File: config.mk
export PLATFORM = sky130hd
export DESIGN_NAME = memreq_queue
export DESIGN_NICKNAME = d
export VERILOG_FILES = /design/src/rtl/memreq_queue.sv
export SDC_FILE = /design/constraint.sdc
export NUM_CORES = 1
export LEC_CHECK = 0
export ABC_AREA = 1
export CORE_ASPECT_RATIO = 1.75
export CORE_MARGIN = 2
export CORE_UTILIZATION = 54
export DETAILED_ROUTE_END_ITERATION = 6
export HOLD_SLACK_MARGIN = 0.05
export PLACE_DENSITY = 0.9
export SYNTH_ARGS = -nofsm -noshare
export SYNTH_HDL_FRONTEND = slang
export SYNTH_SLANG_ARGS = --single-unit
export TNS_END_PERCENT = 50
File: constraint.sdc
create_clock -name clock -period 10.5 [get_ports clock]
set_input_delay 2.625 -clock clock [delete_from_list [all_inputs] [get_ports clock]]
set_output_delay 2.625 -clock clock [all_outputs]
set_load 0.05 [all_outputs]
File: src/rtl/memreq_queue.sv
// rtl/memreq_queue.sv - CPU request FIFO, command sequencer and refresh timer in front of the RAM controller
//
// Purpose: buffers CPU 64-bit word read/write requests, issues them one at a
// time to the RAM controller, returns read data, and interleaves periodic
// refresh commands between transactions.
//
// Ports:
//   clock, resetin          system clock, asynchronous active-high reset
//   cpu_valid/cpu_ready     request handshake (cpu_ready is combinational)
//   cpu_write, cpu_address,
//   cpu_wdata               request payload
//   cpu_rvalid, cpu_rdata   read return (one-cycle pulse, data held)
//   mc_address, mc_wdata    command payload to controller
//   mc_read, mc_write,
//   mc_refresh              command strobes, held until completion
//   mc_rdata, mc_done_n     controller read data and active-low completion
//   refresh_overrun         sticky: timer expired with a refresh still pending
module memreq_queue #(
   parameter int DEPTH            = 4,
   parameter int REFRESH_INTERVAL = 780
) (
   input  logic        clock,
   input  logic        resetin,
   input  logic        cpu_valid,
   output logic        cpu_ready,
   input  logic        cpu_write,
   input  logic [63:0] cpu_address,
   input  logic [63:0] cpu_wdata,
   output logic        cpu_rvalid,
   output logic [63:0] cpu_rdata,
   output logic [63:0] mc_address,
   output logic        mc_read,
   output logic        mc_write,
   output logic [63:0] mc_wdata,
   input  logic [63:0] mc_rdata,
   input  logic        mc_done_n,
   output logic        mc_refresh,
   output logic        refresh_overrun
);

   localparam int AW = $clog2(DEPTH);
   localparam int TW = $clog2(REFRESH_INTERVAL);
   localparam logic [AW:0]   FULL         = (AW+1)'(DEPTH);
   localparam logic [TW-1:0] TIMER_RELOAD = TW'(REFRESH_INTERVAL - 1);

   typedef enum logic [1:0] {ST_IDLE, ST_BUSY, ST_REFRESH} state_t;

   // FIFO storage (no reset needed: count_q gates every read of it)
   logic        fifo_write_q [DEPTH];
   logic [63:0] fifo_addr_q  [DEPTH];
   logic [63:0] fifo_wdata_q [DEPTH];

   logic [AW-1:0] wr_ptr_q, wr_ptr_d, rd_ptr_q, rd_ptr_d;
   logic [AW:0]   count_q, count_d;
   logic [TW-1:0] timer_q, timer_d;
   logic          pending_q, pending_d;
   logic          overrun_q, overrun_d;
   state_t        state_q, state_d;
   logic          mc_read_q, mc_read_d, mc_write_q, mc_write_d, mc_refresh_q, mc_refresh_d;
   logic [63:0]   mc_address_q, mc_address_d, mc_wdata_q, mc_wdata_d;
   logic          rvalid_q, rvalid_d;
   logic [63:0]   rdata_q, rdata_d;

   logic push, pop, expire, refresh_done;

   assign cpu_ready       = (count_q != FULL);
   assign push            = cpu_valid & cpu_ready;
   assign cpu_rvalid      = rvalid_q;
   assign cpu_rdata       = rdata_q;
   assign mc_address      = mc_address_q;
   assign mc_wdata        = mc_wdata_q;
   assign mc_read         = mc_read_q;
   assign mc_write        = mc_write_q;
   assign mc_refresh      = mc_refresh_q;
   assign refresh_overrun = overrun_q;

   always_ff @(posedge clock) begin
      if (push) begin
         fifo_write_q[wr_ptr_q] <= cpu_write;
         fifo_addr_q[wr_ptr_q]  <= cpu_address;
         fifo_wdata_q[wr_ptr_q] <= cpu_wdata;
      end
   end

   // Pointers wrap for free because DEPTH is a power of two.
   always_comb begin
      wr_ptr_d = push ? wr_ptr_q + AW'(1) : wr_ptr_q;
      rd_ptr_d = pop  ? rd_ptr_q + AW'(1) : rd_ptr_q;
      case ({push, pop})
         2'b10:   count_d = count_q + (AW+1)'(1);
         2'b01:   count_d = count_q - (AW+1)'(1);
         default: count_d = count_q;
      endcase
   end

   always_comb begin
      expire  = (timer_q == '0);
      timer_d = expire ? TIMER_RELOAD : timer_q - TW'(1);
   end

   always_comb begin
      state_d      = state_q;
      mc_read_d    = mc_read_q;
      mc_write_d   = mc_write_q;
      mc_refresh_d = mc_refresh_q;
      mc_address_d = mc_address_q;
      mc_wdata_d   = mc_wdata_q;
      rvalid_d     = 1'b0;
      rdata_d      = rdata_q;
      pop          = 1'b0;
      refresh_done = 1'b0;
      case (state_q)
         ST_IDLE: begin
            if (pending_q) begin
               mc_refresh_d = 1'b1;
               state_d      = ST_REFRESH;
            end else if (count_q != '0) begin
               mc_address_d = fifo_addr_q[rd_ptr_q];
               mc_wdata_d   = fifo_wdata_q[rd_ptr_q];
               mc_write_d   = fifo_write_q[rd_ptr_q];
               mc_read_d    = ~fifo_write_q[rd_ptr_q];
               state_d      = ST_BUSY;
            end
         end
         ST_BUSY: begin
            if (!mc_done_n) begin
               mc_read_d  = 1'b0;
               mc_write_d = 1'b0;
               pop        = 1'b1;
               if (mc_read_q) begin
                  rvalid_d = 1'b1;
                  rdata_d  = mc_rdata;
               end
               state_d = ST_IDLE;
            end
         end
         ST_REFRESH: begin
            if (!mc_done_n) begin
               mc_refresh_d = 1'b0;
               refresh_done = 1'b1;
               state_d      = ST_IDLE;
            end
         end
         default: state_d = ST_IDLE;
      endcase
   end

   // An expiry coinciding with refresh completion re-arms pending rather
   // than counting as an overrun: the old request is being retired.
   always_comb begin
      pending_d = pending_q;
      overrun_d = overrun_q;
      if (expire) begin
         if (pending_q && !refresh_done) overrun_d = 1'b1;
         pending_d = 1'b1;
      end else if (refresh_done) begin
         pending_d = 1'b0;
      end
   end

   always_ff @(posedge clock or posedge resetin) begin
      if (resetin) begin
         wr_ptr_q     <= '0;
         rd_ptr_q     <= '0;
         count_q      <= '0;
         timer_q      <= TIMER_RELOAD;
         pending_q    <= 1'b0;
         overrun_q    <= 1'b0;
         state_q      <= ST_IDLE;
         mc_read_q    <= 1'b0;
         mc_write_q   <= 1'b0;
         mc_refresh_q <= 1'b0;
         mc_address_q <= '0;
         mc_wdata_q   <= '0;
         rvalid_q     <= 1'b0;
         rdata_q      <= '0;
      end else begin
         wr_ptr_q     <= wr_ptr_d;
         rd_ptr_q     <= rd_ptr_d;
         count_q      <= count_d;
         timer_q      <= timer_d;
         pending_q    <= pending_d;
         overrun_q    <= overrun_d;
         state_q      <= state_d;
         mc_read_q    <= mc_read_d;
         mc_write_q   <= mc_write_d;
         mc_refresh_q <= mc_refresh_d;
         mc_address_q <= mc_address_d;
         mc_wdata_q   <= mc_wdata_d;
         rvalid_q     <= rvalid_d;
         rdata_q      <= rdata_d;
      end
   end

endmodule

# Word level (Yosys, flattened, before mapping)
# Memories as Yosys holds them, arrays and structs flattened. A register that Yosys moved wholly into a read port is not among the register bits.
# Index checks and enable logic that the tools add are counted.
dict set report word_totals {
  ram_bits 516
  mem_count 3
  in_bits 197
  output_inout_bits 198
  regBits 89
  elab_cells 77
}
dict set report classes {
  n_mux 25
  reduce_logical 16
  add_sub_neg 5
  bitwise 4
  n_eq_ne 12
}
# memory depth word_bits read_ports rd_ports_with_merged_regs write_ports line_no
set memory_table {}
lappend memory_table {fifo_addr_q 4 64 1 1 1 50} ;# logic [63:0] fifo_addr_q [DEPTH];
lappend memory_table {fifo_wdata_q 4 64 1 1 1 51} ;# logic [63:0] fifo_wdata_q [DEPTH];
lappend memory_table {fifo_write_q 4 1 1 0 1 49} ;# logic fifo_write_q [DEPTH];
# operator n
set ops {}
lappend ops {{two-way mux 1 bit} 16}
lappend ops {{inequality test 2 bit, second input constant} 6}
lappend ops {{zero test 10 bit} 1}
lappend ops {{two-way mux 10 bit} 1}
lappend ops {{subtractor 10 x 1 -> 10 bit, second input constant} 1}
lappend ops {{AND reduction 3 bit} 3}
lappend ops {{nonzero test 2 bit} 4}
lappend ops {{two-way mux 2 bit} 3}
lappend ops {{inequality test 3 bit, second input constant} 2}
lappend ops {{one-hot mux 1 bit (2 select lines)} 3}
lappend ops {{one-hot mux 3 bit (2 select lines)} 1}
lappend ops {{adder 2 x 1 -> 2 bit, second input constant} 2}
lappend ops {{== test 2 x 1 -> 1 bit, second input constant} 2}
lappend ops {{== test 2 bit, second input constant} 2}
lappend ops {{one-hot mux 2 bit (2 select lines)} 1}
lappend ops {{AND reduction 2 bit} 2}
lappend ops {{AND reduction 4 bit} 1}
lappend ops {{adder 3 x 1 -> 3 bit, second input constant} 1}
lappend ops {{NOT 1 bit} 3}
lappend ops {{nonzero test 3 bit} 1}
lappend ops {{subtractor 3 x 1 -> 3 bit, second input constant} 1}
lappend ops {{zero test 2 bit} 1}
lappend ops {{OR reduction 2 bit} 1}
lappend ops {{bitwise AND 1 bit} 1}
lappend ops {{2 further kinds} 2}

# Longest topological paths before layout
dict set report depth {
  word_depth 5
  mapped_depth 10
  ltp_nobuf 10
}

# Worst setup path after synthesis
# Ideal clock, no wire load.
dict set report synth_path {
  path_kind {input-to-reg}
  from {in cpu_valid}
  to {mem fifo_addr_q[0][0], enable pin}
  required_ns 9.881
  path_buffers 0
  t_arrival_ns 8.202
  setup_time_ns 0.619
  cell_stages 2
  setup_slack_ns 1.678
  path_cell_list {nand2_1 > nor2_1}
}
dict set report synth_between {
  elab_chain_len 3
}
# element line_no
set synth_rtl {}
lappend synth_rtl {{from (decl)} 24} ;# input logic cpu_valid,
lappend synth_rtl {{bitwise AND 1 bit} 67} ;# assign push = cpu_valid & cpu_ready;
lappend synth_rtl {{two-way mux 1 bit} 78} ;# if (push) begin
lappend synth_rtl {{two-way mux 1 bit (implied by the code)} 80} ;# fifo_addr_q[wr_ptr_q] <= cpu_address;
lappend synth_rtl {{to (decl)} 50}
# Every way passes these cells.

# Worst setup path in the final report
dict set report layout_path {
  from {in cpu_valid}
  to {mem fifo_wdata_q[2][9], enable pin}
}
dict set report layout_between {
  elab_chain_len 3
}
# element line_no
set layout_rtl {}
lappend layout_rtl {{bitwise AND 1 bit} 67}
lappend layout_rtl {{two-way mux 1 bit} 78}
lappend layout_rtl {{two-way mux 1 bit (implied by the code)} 81} ;# fifo_wdata_q[wr_ptr_q] <= cpu_wdata;
lappend layout_rtl {{to (decl)} 51}
# Every way passes these cells.

==> results.yml <==
die:
  die-height_um: 307
  die_area_um2: 54400
  rows: 111
  start_util_pct: 54.5
  io-pin-count: 395
  core_um2: 52100
  die_x_um: 177
route:
  drc: 0
  vias: 19332
  wl_per_cell_um: 19.9
  ant_nets: 0
  dr.pass1.iters: 6
  routed_wl_um: 71100
  drtIter0Drc: 1916
  via_per_inst: 5.41
yosys:
  synth_area_per_cell_um2: 11.4
  yosys-top-cells-area: "edfxtp_1 55%, dfrtp_1 19%, nand2_1 9.9%, nor2_1 7.0%, o21ai_1 2.7%"
  netlist.area_leader.share_pct: 54.6
  synth_cells: 2481
  ys_seq_area_share_pct: 73.8
  synthesis.nets: 2688
  synth_area_leader_cell: "edfxtp_1"
  syn-cell-area_um2: 28400
  yosysWarningCount: 0
  ys_types: 28
  ys_ff_latch: 733
power_and_ir_drop:
  power_frac_seq_pct: 37.9
  clockPowerShare_pct: 19.5
  p_leak_nw: 13.8
  power_mw: 11.6
  swShare_pct: 42.9
  power_switching_mw: 4.96
  p_int_mw: 6.60
  peakVddDrop_uv: 262
  power.density_nw_per_um2: 334
  comb_power_share_pct: 42.6
clock_tree:
  cts_sinks: 733
  path_clk_slew_ps: 70
  cts.repair.resized: 0
  cts-htree-levels: 2
  cts_made_buffers: 61
  clock_latency_ps: 620
  cts_tree: "yes"
  cts_root_buf: "clkbuf_16"
  hold_buffers: 0
  cts_setup_buffers: 0
  cts_max_path_buffers: 3
setup_path:
  r2r_cells: 8
  startpoint_type: "primary input"
  cp-endpoint: "fifo_wdata_q[2][9]$_DFFE_PP_"
  r2r-end: "mc_address[23]$_DFFE_PP0P_"
  critPathMaxFanout: 36
  timing.rr.start: "rd_ptr_q[0]$_DFFE_PP0P_"
  crit_path_top_delay_cell: "nor2_4"
  rrSetupSlack_ps: 6830
  worst_path_largest_cell_delay_ps: 990
  startpoint: "cpu_valid"
  crit_required_ps: 10750
  cp_data_arrival_time_ps: 5620
  crit_top_cell: "buf_4"
  endpoint_kind: "register"
  worstSetupPathType: "primary input to register"
  worstPathCellList: "clkdlybuf4s50_1 -> nand2_1 -> nor2_4 -> buf_4 -> buf_4"
grt:
  antenna_found_initial: 20
  grt_max_degree: 140
  first_global_vias: 19989
  grtUsageTotal_pct: 26.0
  grt_pass1_wl_um: 108000
  overflow: 0
place:
  dpl.hpwl_um: 43700
  pre_cts_ws_ps: 4480
  place.gp.congestion: 0.967
  numPortBuffers: 394
cells_and_area:
  final_cell_mix: "745 x nand2_1, 526 x nor2_1, 516 x edfxtp_1"
  final_common_cell: "nand2_1"
  fin_util_pct: 66.4
  fill_cells: 3686
  layout.nets: 3036
  drive_gt1_share_pct: 4.72
  area_growth_pct: 21.9
job:
  max_cap_viol_count: 0
timing:
  fin_skew_ps: 17.7
  hold_viol: 0
  slew_headroom_pct: 13.5
  tns_ps: 0
  fin_crit_sh_pct: 51.1
  setup_ws_ps: 5130
  fmax_ghz: 0.186
  worst_pin_slew_ps: 1300
  rsz0062_at_grt: "false"
  period_needed_ps: 5370
  final_max_slew_viol_count: 0
  hold_ws_ps: 455
  finalSetupViolations: 0
worst_hold_path:
  hold_class: "register to register"
  hold_depth: 1
status:
  status: "finished clean"
==> worst min path at each step <==
stage / start / endpoint / slack (ps)
2_1_floorplan: timer_q[0]$_DFF_PP1_ / timer_q[0]$_DFF_PP1_ / 430
3_3_place_gp: timer_q[0]$_DFF_PP1_ / timer_q[0]$_DFF_PP1_ / 440
3_5_place_dp: timer_q[0]$_DFF_PP1_ / timer_q[0]$_DFF_PP1_ / 440
4_1_cts: timer_q[0]$_DFF_PP1_ / timer_q[0]$_DFF_PP1_ / 460
5_1_grt: timer_q[0]$_DFF_PP1_ / timer_q[0]$_DFF_PP1_ / 460
6_report: timer_q[0]$_DFF_PP1_ / timer_q[0]$_DFF_PP1_ / 450
==> worst max-delay path, delay by kind of cell <==
kind	cells	cell delay (ps)
AND/OR/NAND/NOR	2	1320
buffers and inverters	3	1610
==> metal layers <==
metal  global-route usage (%)  part of all wire (%)  up-vias
li1                         -                     -     8893
met1                     29.4                    34     9351
met2                     46.5                    53      884
met3                     3.87                   6.9      194
met4                     15.0                   5.2       10
met5                        0                 0.086        -
==> power by group through the flow <==
| stage | registers, mW | logic, mW | clock network [mW] |
|---|---|---|---|
| 2_1_floorplan | 5.58 | 2.29 | 0 |
| 3_3_place_gp | 4.38 | 4.73 | 0 |
| 3_5_place_dp | 4.42 | 4.91 | 0 |
| 4_1_cts | 4.37 | 4.96 | 2.28 |
| 5_1_grt | 4.44 | 5.33 | 2.40 |
| 6_report | 4.38 | 4.93 | 2.25 |
==> through the flow <==
step                      instance area (µm²)  std cells
final                                   34600       3574
after global routing                    34600       3574
after CTS                               34500       3559
after detailed placement                32600       3444
after global placement                  32600       3444
after floorplan                         28400       2481
==> synth_stat cells <==
cell and instances:
a21oi_1 2, a21oi_2 1, buf_1 1, buf_2 45
buf_4 38, buf_6 20, clkbuf_1 19, clkbuf_2 5
dfrtp_1 212, dfstp_2 5, edfxtp_1 516, fa_1 1
ha_1 9, inv_1 36, inv_2 2, inv_4 1
nand2_1 746, nand2_2 2, nand3_1 11, nand4_1 1
nor2_1 530, nor2_2 1, nor3_1 1, o211ai_1 1
o21ai_0 115, o21ai_1 151, xnor2_1 2, xor2_1 7
==> sequential cells by signal, summed over array words and instances, names as in the netlist, 2 cells and up <==
| name | count |
|---|---|
| cpu_rdata | 64 |
| mc_wdata | 64 |
| wr_ptr_q | 2 |
| mc_address | 64 |
| fifo_wdata_q | 256 |
| timer_q | 10 |
| rd_ptr_q | 2 |
| fifo_addr_q | 256 |
| count_q | 3 |
| state_q | 2 |
| fifo_write_q | 4 |
==> kinds of logic (layout without fill, tap and decap cells) <==
| logic type | Yosys count | count (layout) | share of synthesized area, % |
|---|---|---|---|
| other | 0 | 15 | 0 |
| flip-flops | 733 | 733 | 73.8 |
| buffers and inverters | 167 | 567 | 3.47 |
| XOR/XNOR | 9 | 9 | 0.278 |
| adder cells (fa/ha/maj) | 10 | 10 | 0.468 |
| AO/OA/AOI/OAI | 270 | 270 | 4.79 |
| AND/OR/NAND/NOR | 1292 | 1292 | 17.2 |
==> cell type report <==
cell class / instances / area (µm²) / share of cell area [%]
Timing Repair Buffer: 413 / 4120 / 11.9
Tap cell: 678 / 848 / 2.45
Antenna cell: 15 / 37.5 / 0.109
Clock buffer: 78 / 1620 / 4.69
Multi-Input combinational cell: 1581 / 6480 / 18.8
Inverter: 39 / 164 / 0.474
Sequential cell: 733 / 20900 / 60.6
Clock inverter: 37 / 353 / 1.02
(Power assumes the default switching activity.)
